## src/rtl/mhd_err_monitor.sv

```systemverilog
// mhd_err_monitor: streams exact/approximate word pairs through a Hamming-distance
// pipeline and accumulates error statistics against a programmable bound.
// Ports:
//   clk, rst            clock, asynchronous active-high reset
//   start               job start pulse (honoured only when idle)
//   num_samples         samples per job, latched on an honoured start
//   mhd_thr             max Hamming distance, latched on an honoured start
//   in_valid/in_ready   a/b pair handshake; a pair is taken when both are high
//   a, b                exact and approximate output words
//   busy                job in progress (RUN or DRAIN)
//   done                one-cycle pulse when results are final
//   err_cnt             saturating count of samples with hd > mhd_thr
//   max_hd              largest hd seen in the job
//   first_err_vld/idx   whether an error occurred and the index of the first one
module mhd_err_monitor #(
    parameter int WIDTH = 33,
    parameter int SUM_W = 6,
    parameter int CNT_W = 32
) (
    input  logic             clk,
    input  logic             rst,
    input  logic             start,
    input  logic [CNT_W-1:0] num_samples,
    input  logic [SUM_W-1:0] mhd_thr,
    input  logic             in_valid,
    output logic             in_ready,
    input  logic [WIDTH-1:0] a,
    input  logic [WIDTH-1:0] b,
    output logic             busy,
    output logic             done,
    output logic [CNT_W-1:0] err_cnt,
    output logic [SUM_W-1:0] max_hd,
    output logic             first_err_vld,
    output logic [CNT_W-1:0] first_err_idx
);
    typedef enum logic [1:0] {IDLE, RUN, DRAIN, DONE} state_t;
    state_t           state;
    logic [CNT_W-1:0] n_lat, acc_cnt, idx1, idx2;
    logic [SUM_W-1:0] thr_lat, hd, hd2;
    logic [WIDTH-1:0] diff1;
    logic             v1, v2, accept, err;
    assign accept = in_valid & in_ready;
    assign err    = v2 && (hd2 > thr_lat);
    always_comb begin
        hd = '0;
        for (int i = 0; i < WIDTH; i++) hd = hd + SUM_W'(diff1[i]);
    end
    // Control FSM; in_ready, busy and done are registered state decodes.
    always_ff @(posedge clk or posedge rst) begin
        if (rst) begin
            state    <= IDLE;
            in_ready <= 1'b0;
            busy     <= 1'b0;
            done     <= 1'b0;
            n_lat    <= '0;
            thr_lat  <= '0;
            acc_cnt  <= '0;
        end else begin
            done <= 1'b0;
            case (state)
                IDLE: if (start) begin
                    n_lat   <= num_samples;
                    thr_lat <= mhd_thr;
                    acc_cnt <= '0;
                    if (num_samples == '0) begin
                        state <= DONE;
                        done  <= 1'b1;
                    end else begin
                        state    <= RUN;
                        busy     <= 1'b1;
                        in_ready <= 1'b1;
                    end
                end
                RUN: if (accept) begin
                    acc_cnt <= acc_cnt + CNT_W'(1);
                    if (acc_cnt + CNT_W'(1) == n_lat) begin
                        state    <= DRAIN;
                        in_ready <= 1'b0;
                    end
                end
                // The stage-2 sample retires on the same edge that enters DONE,
                // so only stage 1 has to be empty here.
                DRAIN: if (!v1) begin
                    state <= DONE;
                    busy  <= 1'b0;
                    done  <= 1'b1;
                end
                default: state <= IDLE;
            endcase
        end
    end
    // Three-edge datapath: capture diff, register popcount, update statistics.
    always_ff @(posedge clk or posedge rst) begin
        if (rst) begin
            v1            <= 1'b0;
            v2            <= 1'b0;
            diff1         <= '0;
            idx1          <= '0;
            idx2          <= '0;
            hd2           <= '0;
            err_cnt       <= '0;
            max_hd        <= '0;
            first_err_vld <= 1'b0;
            first_err_idx <= '0;
        end else begin
            v1    <= accept;
            diff1 <= accept ? a ^ b : diff1;
            idx1  <= accept ? acc_cnt : idx1;
            v2    <= v1;
            hd2   <= hd;
            idx2  <= idx1;
            if (state == IDLE && start) begin
                err_cnt       <= '0;
                max_hd        <= '0;
                first_err_vld <= 1'b0;
                first_err_idx <= '0;
            end else if (v2) begin
                err_cnt       <= (err && err_cnt != '1) ? err_cnt + CNT_W'(1) : err_cnt;
                max_hd        <= (hd2 > max_hd) ? hd2 : max_hd;
                first_err_vld <= first_err_vld | err;
                first_err_idx <= (err && !first_err_vld) ? idx2 : first_err_idx;
            end
        end
    end
endmodule

```

## config.mk

```make
export PLATFORM = sky130hd
export DESIGN_NAME = mhd_err_monitor
export DESIGN_NICKNAME = d
export VERILOG_FILES = /design/src/rtl/mhd_err_monitor.sv
export SDC_FILE = /design/constraint.sdc
export NUM_CORES = 1
export LEC_CHECK = 0
export BUFFER_PORTS_ARGS = -buffer_cell sky130_fd_sc_hd__buf_2
export CORE_MARGIN = 2
export CORE_UTILIZATION = 62
export DETAILED_ROUTE_END_ITERATION = 8
export PLACE_DENSITY = 0.85
export SETUP_SLACK_MARGIN = 0.2
export SKIP_CTS_REPAIR_TIMING = 1
export SYNTH_ARGS = -nofsm -noshare
export SYNTH_HDL_FRONTEND = slang
export SYNTH_SLANG_ARGS = --single-unit
```

## constraint.sdc

```tcl
create_clock -name clk -period 21.2 [get_ports clk]
set_input_delay 1.06 -clock clk [delete_from_list [all_inputs] [get_ports clk]]
set_output_delay 1.06 -clock clk [all_outputs]
set_load 0.03 [all_outputs]
```

==> results.toml <==
[place]
port_buffers = 181
placed_area_um2 = 13620
dp_hpwl_mm = 19.63
gp_congestion = 0.9043

[synthesis]
synth.largest_area_cell = "dfrtp_1"
synth_seq_cells = 251
synth_top_cell_area_share_pct = 49.77
yosys_warnings = 0
synth.avg_cell_area_um2 = 9.634
async_reset_ff_share_pct = 100.0
syn_area_um2 = 12620
yosysUniqueCellTypes = 60
synth_top_cells_by_area = "dfrtp_1 50%, nand2_1 8.0%, fa_1 4.0%"
synth_edf_count = 0
synth_nets = 1467
yosysSeqAreaShare_pct = 49.77
syn_inst = 1310
synthFlopType = "dfrtp_1"

[routing]
first_pass_iters = 6
routedWlPerCell_um = 16.25
via_per_inst = 5.678
wl_met2_mm = 13.06
ant_nets = 0
dr_total_vias = 9852
routed_wl_mm = 28.19
drtIter0Drc = 743
top_layer_used = "met4"
drc_errors = 0
wl_met1_mm = 12.80
wl_met3_mm = 1.923

[floorplan]
initial_core_util_pct = 62.78
die_width_um = 146.7
die_h_um = 146.7
placementRows = 52
io_pins = 182
core_um2 = 20100
dieArea_um2 = 21510

[setup_path]
crit_type = "flop to flop"
cp.arrival_ns = 5.36
reg2reg_depth = 13
worst-path-max-fanout = 2
crit_required_ns = 21.62
cp-end-kind = "flop"
cp-start-kind = "flop"
reg2reg_slack_ns = 16.26
r2r_end = "hd2[4]"
reg2reg_from = "diff1[1]"

[cells_and_area]
final_common_cell = "nand2_1"
register_area_um2 = 6281
fin_nets = 1606
antenna_cells = 0
layout_common_cells = "269 x nand2_1, 251 x dfrtp_1, 181 x buf_2"
drive_gt1_share_pct = 18.63
fill_cells = 1460
design_area_um2 = 14490
syn2layout_area_growth_pct = 14.81
multi_input_area_um2 = 5762

[power]
p_leak_nw = 6.925
power_density_nw_per_um2 = 125.2
pwr-share-seq_pct = 33.5
p_sw_uw = 661.0
internal-power_mw = 1.153
combPwrFrac_pct = 40.8
pwr-share-clk_pct = 25.6
vdd_drop_max_mv = 0.1685
p_sw_share_pct = 36.43

[sta]
finalSetupViolations = 0
final.setup.tns_ns = 0
hold_violations = 0
tightest_slew_ns = 1.282
period_needed_ns = 4.936
clock_skew_ns = 0.01258
rsz0062_at_grt = "no"
min_period_over_period_pct = 23.28
drv_slew = 0
fmax_mhz = 202.6
maxSlewHeadroom_pct = 13.60

[clocking]
tritoncts = "built"
clkSlewWorstSetupHoldPaths_ns = 0.06
cts_inserted_buffers = 25
clkSinkCount = 251
cts_root_buf = "clkbuf_16"
htreeDepth = 1
clockBufferDepth = 3
clk_latency_ns = 0.51

[global_route]
grt_pass1_vias = 9386
overflow = 0
antenna_found_initial = 0
grt_pass1_wl_mm = 47.43
grt_max_degree = 99
track_usage_pct = 26.66

[hold_path]
hold_start = "idx1[8]"
holdPathEnd = "idx2[8]"
hold_class = "flop to flop"
holdPathStages = 0

[run]
drv_cap = 0

[status]
outcome = "finished clean"
==> layer usage <==
layer  up-vias  global-route usage (%)
met5         -                       0
met4         0                   5.243
met3        32                   3.375
met2       355                   41.60
met1      4760                   40.88
li1       4705                       -
==> area by class of cell <==
class / count / share of cell area, %
flip-flops and latches: 251 / 43.35
multi-input cells: 909 / 39.76
repair buffers: 188 / 6.614
clock buffers: 35 / 4.991
well taps: 270 / 2.331
inverters: 74 / 1.969
clock inverters: 8 / 0.9844
==> critical path: stages, from the launching register on <==
cell	delay, ns
dfrtp_1	0.37
inv_1	0.10
fa_1	0.47
fa_1	0.56
fa_1	0.45
fa_1	0.55
fa_1	0.45
fa_1	0.51
inv_1	0.05
fa_1	0.41
fa_1	0.42
a21o_1	0.19
a21oi_1	0.18
xnor2_1	0.15
==> worst max path at each step <==
stage / endpoint / cells after the start / from / slack [ns]
after CTS: hd2[4] / 13 / diff1[1] / 16.24
after global routing: hd2[4] / 13 / diff1[1] / 16.12
after global placement: hd2[4] / 13 / diff1[17] / 16.44
after floorplan: acc_cnt[0] / 1 / rst / 13.24
final: hd2[4] / 13 / diff1[1] / 16.26
after detailed placement: hd2[4] / 13 / diff1[17] / 16.28
==> power by group through the flow <==
stage          Combinational (mW)  Sequential [mW]  Clock (mW)
2_1_floorplan               0.553            0.615           0
4_1_cts                     0.750            0.608       0.472
6_report                    0.741            0.608       0.465
3_5_place_dp                0.735            0.617           0
3_3_place_gp                0.671            0.614           0
5_1_grt                     0.831            0.615       0.494
==> cell usage after synthesis (all sizes together), types with 6 or more instances <==
| library cell | n |
|---|---|
| a21o | 8 |
| a21oi | 56 |
| and2 | 7 |
| and3 | 9 |
| and4 | 13 |
| buf | 16 |
| clkbuf | 60 |
| dfrtp | 251 |
| fa | 25 |
| ha | 24 |
| inv | 74 |
| mux2 | 30 |
| mux2i | 8 |
| nand2 | 270 |
| nand2b | 6 |
| nand3 | 32 |
| nand4 | 27 |
| nor2 | 59 |
| nor2b | 7 |
| nor3 | 13 |
| nor4 | 27 |
| o21ai | 100 |
| o31ai | 15 |
| or3 | 10 |
| or4 | 12 |
| xnor2 | 55 |
| xor2 | 46 |
==> state kept, by name, summed over array words and instances, names as in the netlist <==
name,cells
diff1,33
acc_cnt,32
err_cnt,32
first_err_idx,32
idx1,32
idx2,32
n_lat,32
hd2,6
max_hd,6
thr_lat,6
state,2
busy,1
done,1
first_err_vld,1
in_ready,1
v1,1
v2,1
==> stage by stage <==
step / power, mW / worst slack [ns] / std cells / util [%] / hold slack (ns)
final: 1.814 / 16.26 / 1735 / 72.07 / 0.3669
after global routing: 1.940 / 16.12 / 1735 / 72.07 / 0.3847
after CTS: 1.830 / 16.24 / 1735 / 72.07 / 0.3654
after detailed placement: 1.352 / 16.28 / 1692 / 67.77 / 0.3583
after global placement: 1.285 / 16.44 / 1692 / 67.77 / 0.3579
after floorplan: 1.168 / 13.24 / 1310 / - / 0.3535
==> cell families after synthesis <==
kind of cell	Yosys count	share of synthesized area (%)
compound gates	220	10.17
xor+xnor	102	7.197
fa+ha+maj	49	6.345
buf+inv	150	4.640
flops	251	49.77
mux	38	3.311
simple gates	500	18.57
No activity file was read; power rests on OpenSTA's default activity.
